File: config.mk
export PLATFORM = sky130hd
export DESIGN_NAME = seg7_display_scheduler_flat
export DESIGN_NICKNAME = d
export VERILOG_FILES = /design/src/rtl/seg7_display_scheduler_if.sv /design/src/rtl/seg7_display_scheduler.sv /design/src/flat_wrapper.sv
export SDC_FILE = /design/constraint.sdc
export NUM_CORES = 1
export LEC_CHECK = 0
export BUFFER_PORTS_ARGS = -buffer_cell sky130_fd_sc_hd__buf_4
export CORE_UTILIZATION = 34
export CTS_CLUSTER_SIZE = 30
export DETAILED_ROUTE_END_ITERATION = 8
export GPL_ROUTABILITY_DRIVEN = 0
export SLEW_MARGIN = 20
export SYNTH_ARGS = -nofsm -noshare
export SYNTH_HDL_FRONTEND = slang
export SYNTH_SLANG_ARGS = --single-unit
File: constraint.sdc
create_clock -name clk -period 5.9 [get_ports clk]
set_clock_uncertainty 0.2 [all_clocks]
set_input_delay 1.18 -clock clk [delete_from_list [all_inputs] [get_ports clk]]
set_output_delay 1.18 -clock clk [all_outputs]
set_load 0.02 [all_outputs]
File: src/rtl/seg7_display_scheduler_if.sv
// Request-side handshake bundle for the seven-segment display scheduler.
// Requesters post a level valid plus a signed byte and receive a one-cycle ack.
interface seg7_display_scheduler_if #(
  parameter int NUM_REQ = 3
);
  logic [NUM_REQ-1:0]   req_valid;
  logic [8*NUM_REQ-1:0] req_val;
  logic [NUM_REQ-1:0]   req_ack;

  modport master (
    output req_valid,
    output req_val,
    input  req_ack
  );

  modport slave (
    input  req_valid,
    input  req_val,
    output req_ack
  );
endinterface

File: src/rtl/seg7_display_scheduler.sv
// Round-robin display scheduler: grants one requester, converts its signed
// byte to sign + 3 BCD digits by shift-add-3, then holds it for a dwell time.
module seg7_display_scheduler #(
  parameter int NUM_REQ      = 3,
  parameter int DWELL_CYCLES = 50000000,
  parameter int CNT_W        = 26
) (
  input  logic                    clk,
  input  logic                    rst,
  seg7_display_scheduler_if.slave bus,
  output logic                    disp_neg,
  output logic [3:0]              disp_dig0,
  output logic [3:0]              disp_dig1,
  output logic [3:0]              disp_dig2,
  output logic [1:0]              disp_src,
  output logic                    disp_valid
);

  typedef enum logic [1:0] {
    IDLE    = 2'd0,
    CONVERT = 2'd1,
    DWELL   = 2'd2
  } state_e;

  localparam logic [CNT_W-1:0] LAST = CNT_W'(DWELL_CYCLES - 1);

  state_e             state_q, state_d;
  logic [1:0]         ptr_q, ptr_d;
  logic [NUM_REQ-1:0] ack_q, ack_d;
  logic               neg_q, neg_d;
  logic [1:0]         src_q, src_d;
  logic [7:0]         mag_q, mag_d;
  logic [11:0]        bcd_q, bcd_d;
  logic [3:0]         bit_q, bit_d;
  logic [CNT_W-1:0]   dwell_q, dwell_d;
  logic               dneg_q, dneg_d;
  logic [11:0]        dig_q, dig_d;
  logic [1:0]         dsrc_q, dsrc_d;
  logic               dvalid_q, dvalid_d;

  logic               grant_hit;
  logic [1:0]         grant_idx;
  logic [7:0]         sel_val;
  logic [11:0]        bcd_adj;

  // Search starts just past the last winner so nobody starves.
  always_comb begin : arb
    int idx;
    grant_hit = 1'b0;
    grant_idx = '0;
    idx       = 0;
    for (int k = 1; k <= NUM_REQ; k++) begin
      idx = (int'(ptr_q) + k) % NUM_REQ;
      if (!grant_hit && bus.req_valid[idx]) begin
        grant_hit = 1'b1;
        grant_idx = 2'(idx);
      end
    end
  end

  assign sel_val = bus.req_val[{grant_idx, 3'b000} +: 8];

  always_comb begin
    bcd_adj = '0;
    for (int n = 0; n < 3; n++) begin
      if (bcd_q[4*n +: 4] >= 4'd5)
        bcd_adj[4*n +: 4] = bcd_q[4*n +: 4] + 4'd3;
      else
        bcd_adj[4*n +: 4] = bcd_q[4*n +: 4];
    end
  end

  always_ff @(posedge clk or negedge rst) begin
    if (!rst) begin
      state_q  <= IDLE;
      ptr_q    <= 2'(NUM_REQ - 1);
      ack_q    <= '0;
      neg_q    <= 1'b0;
      src_q    <= '0;
      mag_q    <= '0;
      bcd_q    <= '0;
      bit_q    <= '0;
      dwell_q  <= '0;
      dneg_q   <= 1'b0;
      dig_q    <= '0;
      dsrc_q   <= '0;
      dvalid_q <= 1'b0;
    end else begin
      state_q  <= state_d;
      ptr_q    <= ptr_d;
      ack_q    <= ack_d;
      neg_q    <= neg_d;
      src_q    <= src_d;
      mag_q    <= mag_d;
      bcd_q    <= bcd_d;
      bit_q    <= bit_d;
      dwell_q  <= dwell_d;
      dneg_q   <= dneg_d;
      dig_q    <= dig_d;
      dsrc_q   <= dsrc_d;
      dvalid_q <= dvalid_d;
    end
  end

  always_comb begin
    state_d  = state_q;
    ptr_d    = ptr_q;
    ack_d    = '0;
    neg_d    = neg_q;
    src_d    = src_q;
    mag_d    = mag_q;
    bcd_d    = bcd_q;
    bit_d    = bit_q;
    dwell_d  = dwell_q;
    dneg_d   = dneg_q;
    dig_d    = dig_q;
    dsrc_d   = dsrc_q;
    dvalid_d = dvalid_q;
    unique case (state_q)
      IDLE: begin
        if (grant_hit) begin
          state_d          = CONVERT;
          ptr_d            = grant_idx;
          ack_d[grant_idx] = 1'b1;
          src_d            = grant_idx;
          neg_d            = sel_val[7];
          mag_d            = sel_val[7] ? (~sel_val + 8'd1) : sel_val;
          bcd_d            = '0;
          bit_d            = '0;
        end
      end
      CONVERT: begin
        // Eight shift steps, then one commit edge updating all fields at once.
        if (bit_q == 4'd8) begin
          state_d  = DWELL;
          dneg_d   = neg_q;
          dig_d    = bcd_q;
          dsrc_d   = src_q;
          dvalid_d = 1'b1;
          dwell_d  = '0;
        end else begin
          {bcd_d, mag_d} = {bcd_adj, mag_q} << 1;
          bit_d          = bit_q + 4'd1;
        end
      end
      DWELL: begin
        if (dwell_q == LAST)
          state_d = IDLE;
        else
          dwell_d = dwell_q + CNT_W'(1);
      end
      default: state_d = IDLE;
    endcase
  end

  always_comb begin
    bus.req_ack = ack_q;
    disp_neg    = dneg_q;
    disp_dig2   = dig_q[11:8];
    disp_dig1   = dig_q[7:4];
    disp_dig0   = dig_q[3:0];
    disp_src    = dsrc_q;
    disp_valid  = dvalid_q;
  end

endmodule

File: src/flat_wrapper.sv
// flat-port wrapper written by rule: the top's interface ports become plain ports
module seg7_display_scheduler_flat 
#(
  parameter int NUM_REQ      = 3,
  parameter int DWELL_CYCLES = 50000000,
  parameter int CNT_W        = 26
)
  (clk, rst, disp_neg, disp_dig0, disp_dig1, disp_dig2, disp_src, disp_valid, bus_req_valid, bus_req_val, bus_req_ack);
  seg7_display_scheduler_if #(.NUM_REQ(NUM_REQ)) bus_i ();
  input  logic clk;
  input  logic rst;
  output logic disp_neg;
  output logic [3:0] disp_dig0;
  output logic [3:0] disp_dig1;
  output logic [3:0] disp_dig2;
  output logic [1:0] disp_src;
  output logic disp_valid;
  input wire logic [$bits(bus_i.req_valid)-1:0] bus_req_valid;
  input wire logic [$bits(bus_i.req_val)-1:0] bus_req_val;
  output wire logic [$bits(bus_i.req_ack)-1:0] bus_req_ack;
  assign bus_i.req_valid = bus_req_valid;
  assign bus_i.req_val = bus_req_val;
  assign bus_req_ack = bus_i.req_ack;
  seg7_display_scheduler #(.NUM_REQ(NUM_REQ), .DWELL_CYCLES(DWELL_CYCLES), .CNT_W(CNT_W)) u_core (.clk(clk), .rst(rst), .bus(bus_i), .disp_neg(disp_neg), .disp_dig0(disp_dig0), .disp_dig1(disp_dig1), .disp_dig2(disp_dig2), .disp_src(disp_src), .disp_valid(disp_valid));
endmodule
==> metrics.cfg, run 1 <==
[floorplanning]
die_area_um2 = 12700
placementRows = 40
core_region_area_um2 = 12000
io_pins = 48
initial_core_util_pct = 34.7
die_y_um = 113
die-width_um = 113

[cells_and_area]
drive_above_1_share_pct = 18.2
area_growth_pct = 18.3
diodes = 0
final_area_um2 = 4910
fillers = 1192
nNetsFinal = 526

[placement]
port_buffers = 47
hpwl_mm = 6.48
dpl-instance-area_um2 = 4640
pre_cts_ws_ns = 1.70

[worst_setup_path]
r2r_cells = 13
crit_end = u_core.mag_q[6]
crit_start = u_core.ptr_q[0]
critPathSlowestCell = nor4b_1
path_cells = inv_1 -> ha_1 -> nand2b_1 -> a221oi_1 -> nor2_1 -> nand3_4 -> mux2_4 -> a21oi_1 -> ha_1 -> nor4b_1 -> a41oi_1 -> xor2_1 -> o221ai_1
regToRegStartpoint = u_core.ptr_q[0]
reg2reg_slack_ns = 2.01
max_stage_delay_ns = 0.47
cp_top_family = simple AND/OR/NAND/NOR gates
end_kind = register
cpMostUsedCell = ha_1
worstSetupStartpointType = register
arrival_ns = 3.93
cp_max_fo = 11
cp_data_required_time_ns = 5.94
cp_num_buf_inv = 1
reg2reg_to = u_core.mag_q[6]
critPathKind = reg2reg
path_depth = 13

[drt]
vias = 3315
post_drt_wl_per_cell_um = 14.4
via_per_inst = 5.22
drc = 0
ant_nets = 0
drt_iter0_drc = 136
dr.pass1.iters = 4
wl_mm = 9.14

[flow_run]
max_cap_violations = 0

[yosys]
async_flop_share_pct = 100
ys.flop_type = dfrtp_1
synth.net_count = 480
synth-seq-cells = 75
syn_inst = 437
synth_cell_types = 69
synth_area_um2 = 4150
yosysSeqAreaShare_pct = 45.2
synth_area_per_cell_um2 = 9.51
ys_warn_count = 0
synth_edf_count = 0

[global_routing]
track_usage_pct = 15.7
antenna_found_initial = 0
first_global_vias = 3349
grt_pass1_wl_mm = 15.8
grt_overflow_total = 0
grt_max_degree = 76

[clock_tree]
post_cts_resized = 0
numCtsBuffers = 9
cts.sinks = 75
clock_path_buffers = 2
post_cts.repair.setup_buffers = 0
cts-root-buf = clkbuf_16
htreeDepth = 3
clk_latency_ns = 0.34
clkTransAtPathRegs_ns = 0.06
cts_tree = yes
cts_hold_buf = 0

[timing]
final.period_utilization_pct = 65.9
finalHoldViolCount = 0
hold-worst-slack_ns = 0.266
slew_violations = 0
fin_crit_ns = 3.89
slew_headroom_pct = 36.1
setup_viol = 0
tns_ns = 0
tightest_slew_ns = 0.958
fmax_mhz = 257
rsz0062_at_grt = false
setup_slack_ns = 2.01

[power]
power_mw = 2.51
leakagePower_nw = 2.35
powerDensity_nw_per_um2 = 511
ir_drop_uv = 202

[outcome]
status = completed

[hold_path]
hold_path_class = reg2reg
holdCritStartpoint = u_core.disp_valid

==> power breakdown <==
part / switching (mW) / internal (mW) / leakage, nW
logic: 0.744 / 0.495 / 1.22
registers: 0.102 / 0.665 / 0.991
clock network: 0.198 / 0.306 / 0.137
==> synth_stat cells (3+ instances only) <==
| cell | count | area share [%] |
|---|---|---|
| a41oi_1 | 3 | 0.63 |
| xnor2_1 | 12 | 2.5 |
| a21o_1 | 6 | 1.1 |
| o211ai_1 | 3 | 0.54 |
| o22ai_1 | 3 | 0.45 |
| mux2_2 | 9 | 2.4 |
| o21ai_0 | 31 | 3.7 |
| xor2_1 | 21 | 4.4 |
| a21oi_1 | 11 | 1.3 |
| nor2b_1 | 3 | 0.45 |
| buf_4 | 3 | 0.54 |
| and3_1 | 14 | 2.1 |
| nand2_1 | 55 | 5.0 |
| clkbuf_1 | 9 | 0.81 |
| dfrtp_1 | 74 | 45 |
| mux2i_1 | 5 | 1.2 |
| ha_1 | 14 | 4.2 |
| or4_1 | 3 | 0.54 |
| nor2_1 | 46 | 4.2 |
| and2_1 | 3 | 0.45 |
| inv_1 | 15 | 1.4 |
| a221oi_1 | 3 | 0.63 |
| nand2b_1 | 9 | 1.4 |
| and4_1 | 7 | 1.5 |
| nand4_1 | 3 | 0.45 |
| nand3_1 | 15 | 1.8 |
| nand3b_1 | 3 | 0.54 |
| nor3_1 | 5 | 0.60 |
==> per-layer routing <==
layer  share of wire, %  global-route usage (%)  up-vias
li1                   -                       -     1638
met1                 48                    19.9     1579
met2                 46                    25.4       77
met3                3.3                    3.08       21
met4                2.8                    8.09        0
met5                  0                       0        -
==> cell usage in the layout, fill, tap and decap left out, types with 3 or more instances in the layout <==
cell type / Yosys / layout
o21ai_0: 31 / 31
o211ai_1: 3 / 3
dfrtp_1: 74 / 74
a21oi_1: 11 / 11
nor2_1: 46 / 46
a21o_1: 6 / 6
and3_1: 14 / 14
nand2_1: 55 / 55
a221oi_1: 3 / 3
inv_1: 15 / 15
or4_1: 3 / 3
a41oi_1: 3 / 3
nor2b_1: 3 / 3
xnor2_1: 12 / 12
nand3b_1: 3 / 3
xor2_1: 21 / 21
clkbuf_16: 0 / 9
ha_1: 14 / 14
mux2_2: 9 / 9
o22ai_1: 3 / 3
nand3_1: 15 / 15
clkbuf_1: 9 / 3
buf_4: 3 / 49
nor3_1: 5 / 5
nand4_1: 3 / 3
mux2i_1: 5 / 5
nand2b_1: 9 / 9
and2_1: 3 / 3
and4_1: 7 / 7
==> metrics by stage <==
step | util (%) | cells
5_1_grt | 41.1 | 635
2_1_floorplan | - | 437
3_5_place_dp | 38.8 | 619
6_report | 41.1 | 635
4_1_cts | 41.1 | 635
3_3_place_gp | 38.8 | 619
==> cell families (layout without fill, tap and decap cells) <==
family                   count (synthesis)  in the layout  share of synthesized area (%)
AND/OR/NAND/NOR                        181            181                           22.0
AO/OA/AOI/OAI                           88             88                           14.5
flip-flops                              75             75                           45.2
XOR/XNOR                                33             33                           6.96
buffers and inverters                   31             82                           3.10
multiplexers                            15             15                           4.01
adder cells (fa/ha/maj)                 14             14                           4.22
==> final cells by class <==
type                       instances  area (um2)  area share [%]
clock buffer                      14         264            5.37
clock inverter                     2        10.0           0.204
inverter                          17        63.8            1.30
multi-input combinational        331        2150            43.7
sequential                        75        1880            38.2
tap                              147         184            3.74
timing repair buffer              49         368            7.48
==> registers in the layout (all words and copies together), names as in the netlist, 2 cells and up <==
name and cells:
u_core.bus.req_ack 3, u_core.bcd_q 12, u_core.state_q 2, u_core.mag_q 8, u_core.bit_q 4, u_core.disp_src 2
u_core.dig_q 12, u_core.dwell_q 26, u_core.ptr_q 2
==> worst min-delay path by stage <==
stage	endpoint	depth (start not counted)
after floorplan	u_core.src_q[1]	1
after global placement	u_core.disp_valid	1
after detailed placement	u_core.disp_valid	1
after CTS	u_core.disp_valid	1
after global routing	u_core.disp_valid	1
final	u_core.disp_valid	1
(Power assumes the default switching activity.)
==> run 2: changes to the inputs <==
- clock period: 5.9 -> 3.9 ns (I/O delays scaled with it)
==> run 2 against run 1 <==
Compared with the run above: sequential power grew 51%; total power grew 52%; non-clock buffer count is 4 higher; fmax is 5.6% higher; global-route usage barely moved; final cell count up 0.47%; cell area is 0.61% higher; flip-flop and latch count unchanged; hold slack worse by 0.0013 ns; sequential share of layout area shrank 0.23 points; worst setup slack lost 1.8 ns; critical endpoint is now u_core.mag_q[4].
==> metrics.cfg, run 2 (synthesized netlist as in run 1, its figures left out) <==
[drt]
vias = 3309  ; -0.18%
wl_met1_mm = 4.44  ; +2.2%
route.met3.wl_um = 375  ; +23%
drc = 0  ; unchanged
drt_iter0_drc = 172  ; +26%
ant_nets = 0  ; unchanged
dr.pass1.iters = 4  ; unchanged
met2WireLength_mm = 4.37  ; +3.3%
post_drt_wl_per_cell_um = 14.6  ; +1.3%
via_per_inst = 5.19  ; -0.65%
wl_mm = 9.30  ; +1.8%
maxUsedRoutingLayer = met4

[global_routing]
grt_overflow_total = 0  ; unchanged
antenna_found_initial = 0  ; unchanged
grt_max_degree = 76  ; unchanged
grt_pass1_wl_mm = 15.7  ; -1.0%
first_global_vias = 3201  ; -4.4%
track_usage_pct = 15.6  ; -0.037 points

[cells_and_area]
layout_common_cells = 74 x dfrtp_1, 55 x nand2_1, 53 x buf_4, 46 x nor2_1, 31 x o21ai_0
reg_top3 = u_core.dwell_q: 26 flops, u_core.bcd_q: 12 flops, u_core.dig_q: 12 flops
final_cells = 638  ; +0.47%
area_growth_pct = 19.0
largest_register = u_core.dwell_q
drive_above_1_share_pct = 19.3  ; +1.1 points
final_common_cell = dfrtp_1
nNetsFinal = 530  ; +0.76%
largest_reg_flops = 26  ; unchanged
diodes = 0  ; unchanged

[worst_setup_path]
end_kind = register
reg2reg_slack_ns = 0.22  ; -1.79 ns
worstSetupStartpointType = register
critPathKind = reg2reg
cp_data_required_time_ns = 3.92  ; -2.02 ns
cp_max_fo = 11  ; unchanged
arrival_ns = 3.70  ; -0.23 ns
crit_start = u_core.ptr_q[0]
regToRegStartpoint = u_core.ptr_q[0]
r2r_cells = 13  ; unchanged

[power]
p_switching_mw = 1.58  ; +52%
sw_frac_of_total_pct = 41.6  ; about the same
power_mw = 3.81  ; +52%
leakagePower_nw = 2.37  ; +0.70%
powerDensity_nw_per_um2 = 770  ; +51%
p_clk_share_pct = 19.5  ; -0.6 points
p_int_mw = 2.22  ; +52%
power_frac_seq_pct = 30.5  ; about the same
p_comb_share_pct = 50.0  ; +0.7 points
ir_drop_uv = 305  ; +51%

[flow_run]
max_cap_violations = 0  ; unchanged

[hold_path]
hold_path_class = reg2reg
holdCritStartpoint = u_core.disp_valid
min_delay_path_depth = 1  ; unchanged

[clock_tree]
post_cts.repair.setup_buffers = 0  ; unchanged
cts.sinks = 75  ; unchanged
numCtsBuffers = 9  ; unchanged
cts_tree = yes
clock_path_buffers = 2  ; unchanged
cts-root-buf = clkbuf_16
clkTransAtPathRegs_ns = 0.05  ; about the same
htreeDepth = 3  ; unchanged
clk_latency_ns = 0.33  ; about the same

[timing]
slew_violations = 0  ; unchanged
tightest_slew_ns = 0.949  ; -0.00980 ns
hold-worst-slack_ns = 0.265  ; -0.00128 ns
fin_crit_ns = 3.68  ; -0.207 ns
finalHoldViolCount = 0  ; unchanged
setup_viol = 0  ; unchanged
slew_headroom_pct = 36.8  ; +0.65 points
fmax_mhz = 272  ; +5.6%
final.period_utilization_pct = 94.4  ; +29 points

[outcome]
status = completed

[floorplanning]
die_area_um2 = 12700  ; unchanged
die-width_um = 113  ; unchanged
initial_core_util_pct = 34.7  ; unchanged
placementRows = 40  ; unchanged
core_region_area_um2 = 12000  ; unchanged
io_pins = 48  ; unchanged
die_y_um = 113  ; unchanged

[placement]
place_inst = 623  ; +0.65%
port_buffers = 47  ; unchanged
hpwl_mm = 6.71  ; +3.5%

-- run 2: cell types whose count changed in the layout (fill, tap and decap cells not counted), sizes merged --
| cell | previous run | this run |
|---|---|---|
| buf | 49 | 53 |
| clkbuf | 14 | 12 |
| clkinv | 3 | 4 |
-- run 2: timing repair --
action | in CTS | in global routing
gates resized for setup | 0 | 2
setup endpoints to repair | 0 | 2
hold buffers | 0 | 0
-- run 2: metal layers --
layer	vias up	track usage, %
met3	7	2.70
li1	1634	-
met1	1589	21.1
met2	79	24.8
met5	-	0
met4	0	6.58
-- run 2: power by group through the flow --
stage | sequential (mW) | clock (mW) | combinational [mW]
6_report | 1.16 | 0.742 | 1.90
5_1_grt | 1.19 | 0.802 | 2.14
4_1_cts | 1.16 | 0.759 | 1.91
3_5_place_dp | 1.17 | 0 | 1.90
3_3_place_gp | 1.16 | 0 | 1.86
2_1_floorplan | 1.24 | 0 | 1.31
-- run 2: layout make-up --
class                           instances  area [um2]
Fill cell                            1153        7020
Multi-Input combinational cell        331        2160
Sequential cell                        75        1880
Timing Repair Buffer                   53         398
Clock buffer                           12         246
Tap cell                              147         184
Inverter                               17        63.8
Clock inverter                          3        15.0
-- run 2: metrics by stage --
step | utilization (%) | worst slack, ns | cell area [um2] | TNS, ns
floorplan | - | 0.546 | 4150 | 0
global placement | 39.0 | 0.305 | 4670 | 0
detailed placement | 39.0 | 0.0741 | 4670 | 0
CTS | 41.2 | 0.0755 | 4930 | 0
global route | 41.3 | -0.0193 | 4940 | -0.0286
finish | 41.3 | 0.218 | 4940 | 0
-- run 2: worst max-delay path: stages, from the launching register on --
cell      delay [ns]
dfrtp_1         0.39
inv_1           0.09
ha_1            0.45
nand2b_1        0.21
a221oi_1        0.37
nor2_1          0.18
nand3_4         0.13
mux2_4          0.31
a21oi_1         0.19
ha_1            0.19
nor4b_2         0.33
a21oi_2         0.12
mux2i_1         0.14
a211o_1         0.26
-- run 2: worst paths after layout --
| check | endpoint |
|---|---|
| worst max register to register | u_core.mag_q[4] |
| worst max-delay path | u_core.mag_q[4] |
| worst min-delay path | u_core.disp_valid |
| max in group asynchronous | u_core.dwell_q[23] |
| min in group asynchronous | u_core.dig_q[4] |
| worst min register to register | u_core.disp_valid |
==> run 3: changes to the inputs <==
- CORE_ASPECT_RATIO: not set -> 0.7
==> run 3 against run 2 <==
Compared with the run above: global-route usage grew 0.31 points; flip-flop and latch count unchanged; via count is 0.54% lower; fmax up 2.6%; cell area grew 1.5%; critical endpoint is now u_core.mag_q[3].
==> metrics.cfg, run 3 (synthesized netlist as in run 1, its figures left out) <==
[cells_and_area]
final_cells = 647  ; +1.4%
fillers = 1193  ; +3.5%
drive_above_1_share_pct = 19.0  ; -0.37 points
layout_common_cells = 74 x dfrtp_1, 55 x nand2_1, 51 x buf_4, 46 x nor2_1, 31 x o21ai_0
largest_register = u_core.dwell_q
reg_top3 = u_core.dwell_q: 26 flops, u_core.bcd_q: 12 flops, u_core.dig_q: 12 flops
nNetsFinal = 528  ; -0.38%
diodes = 0  ; unchanged
final_common_cell = dfrtp_1
largest_reg_flops = 26  ; unchanged
area_growth_pct = 20.8

[clock_tree]
clkTransAtPathRegs_ns = 0.06  ; about the same
cts_tree = yes
clock_path_buffers = 2  ; unchanged
cts_hold_buf = 0  ; unchanged
numCtsBuffers = 9  ; unchanged
cts-root-buf = clkbuf_16
htreeDepth = 3  ; unchanged
clk_latency_ns = 0.33  ; about the same
cts.sinks = 75  ; unchanged

[placement]
hpwl_mm = 6.70  ; -0.20%
place_inst = 631  ; +1.3%
port_buffers = 47  ; unchanged

[power]
leakagePower_nw = 2.39  ; +0.86%
power_frac_seq_pct = 29.0  ; -1.5 points
p_int_mw = 2.41  ; +8.5%
p_clk_share_pct = 23.9  ; +4.4 points
ir_drop_uv = 294  ; -3.7%
p_switching_mw = 1.59  ; +0.60%
sw_frac_of_total_pct = 39.8  ; -1.8 points
p_comb_share_pct = 47.0  ; -3.0 points
powerDensity_nw_per_um2 = 798  ; +3.7%

[drt]
vias = 3291  ; -0.54%
ant_nets = 0  ; unchanged
via_per_inst = 5.09  ; -1.9%
drc = 0  ; unchanged
dr.pass1.iters = 4  ; unchanged
post_drt_wl_per_cell_um = 14.4  ; -1.4%
drt_iter0_drc = 215  ; +25%
wl_mm = 9.30  ; about the same

[timing]
tightest_slew_ns = 0.931  ; -0.0180 ns
setup_viol = 0  ; unchanged
final.period_utilization_pct = 92.0  ; -2.4 points
fmax_mhz = 279  ; +2.6%
slew_violations = 0  ; unchanged
finalHoldViolCount = 0  ; unchanged
slew_headroom_pct = 38.0  ; +1.2 points
rsz0062_at_grt = false
tns_ns = 0  ; unchanged
fin_crit_ns = 3.59  ; -0.0935 ns
hold-worst-slack_ns = 0.278  ; +0.0127 ns

[floorplanning]
die-width_um = 134  ; +19%
core_region_area_um2 = 11800  ; -1.3%
die_area_um2 = 12700  ; about the same
die_y_um = 94.5  ; -16%
io_pins = 48  ; unchanged
placementRows = 33  ; -18%
initial_core_util_pct = 35.2  ; +0.45 points

[worst_setup_path]
cp_max_fo = 11  ; unchanged
worstSetupStartpointType = register
end_kind = register
critPathKind = reg2reg
cp_data_required_time_ns = 3.92  ; about the same
arrival_ns = 3.60  ; -0.10 ns

[hold_path]
hold_path_class = reg2reg

[global_routing]
antenna_found_initial = 0  ; unchanged
grt_max_degree = 76  ; unchanged
grt_pass1_wl_mm = 15.9  ; +1.3%
first_global_vias = 3215  ; +0.44%
track_usage_pct = 15.9  ; +0.31 points
grt_overflow_total = 0  ; unchanged

[outcome]
status = completed

[flow_run]
max_cap_violations = 0  ; unchanged

## run 3: cell types whose count changed in the layout (fill, tap and decap cells not counted)
cell,delta
clkinvlp_4,+1
a221oi_1,+1
buf_4,-2
clkinv_2,-3
a221oi_2,-1
bufinv_16,+3
## run 3: power groups by stage
| stage | sequential, mW | combinational [mW] | clock (mW) |
|---|---|---|---|
| floorplan | 1.24 | 1.31 | 0 |
| global placement | 1.17 | 1.84 | 0 |
| detailed placement | 1.18 | 1.88 | 0 |
| CTS | 1.17 | 1.88 | 0.980 |
| global route | 1.20 | 2.10 | 1.01 |
| finish | 1.16 | 1.88 | 0.959 |
## run 3: per-layer routing
layer	global-route usage (%)	vias to the layer above	routed length [um]
met5	0	-	0
met4	3.93	0	83
met3	4.19	9	420
met2	23.8	72	3920
met1	22.8	1574	4870
li1	-	1636	-
## run 3: repair_timing
item / in CTS / in global routing
setup buffers: 0 / 0
endpoints found under the setup margin: 0 / 2
gates resized for setup: 0 / 1
## run 3: through the flow
step                      utilization (%)  total power [mW]  setup WS [ns]  instance area (um2)
after floorplan                         -              2.55          0.546                 4150
after global placement               39.5              3.01          0.343                 4670
after detailed placement             39.5              3.05          0.147                 4670
after CTS                            42.4              4.03          0.150                 5010
after global routing                 42.5              4.31         0.0823                 5020
final                                42.5              4.00          0.311                 5020
## run 3: final timing paths
check | endpoint | startpoint | depth (start not counted) | slack, ns
max in group asynchronous | u_core.mag_q[2] | rst | 1 | 2.51
min in group asynchronous | u_core.dig_q[3] | rst | 1 | 0.39
hold reg to reg | u_core.disp_valid | u_core.disp_valid | 1 | 0.28
setup reg to reg | u_core.mag_q[3] | u_core.ptr_q[0] | 10 | 0.31
hold / removal | u_core.disp_valid | u_core.disp_valid | 1 | 0.28
setup / recovery | u_core.mag_q[3] | u_core.ptr_q[0] | 10 | 0.31
## run 3: layout make-up
type | instances | area [um2] | share of cell area (%)
clock buffers | 12 | 246 | 4.91
clock inverters | 4 | 97.6 | 1.94
inverters | 17 | 63.8 | 1.27
multi-input cells | 331 | 2150 | 42.9
flip-flops and latches | 75 | 1880 | 37.4
well taps | 157 | 196 | 3.91
repair buffers | 51 | 383 | 7.63
## run 3: worst max-delay path, cell delays in order, from the launching register on
cell and delay, ns:
dfrtp_1 0.40, inv_1 0.10, ha_1 0.44, nand2b_1 0.20
a221oi_1 0.33, or2_1 0.28, nor4_1 0.13, or3_1 0.41
a2111o_1 0.46, mux2i_1 0.17, or3_1 0.35
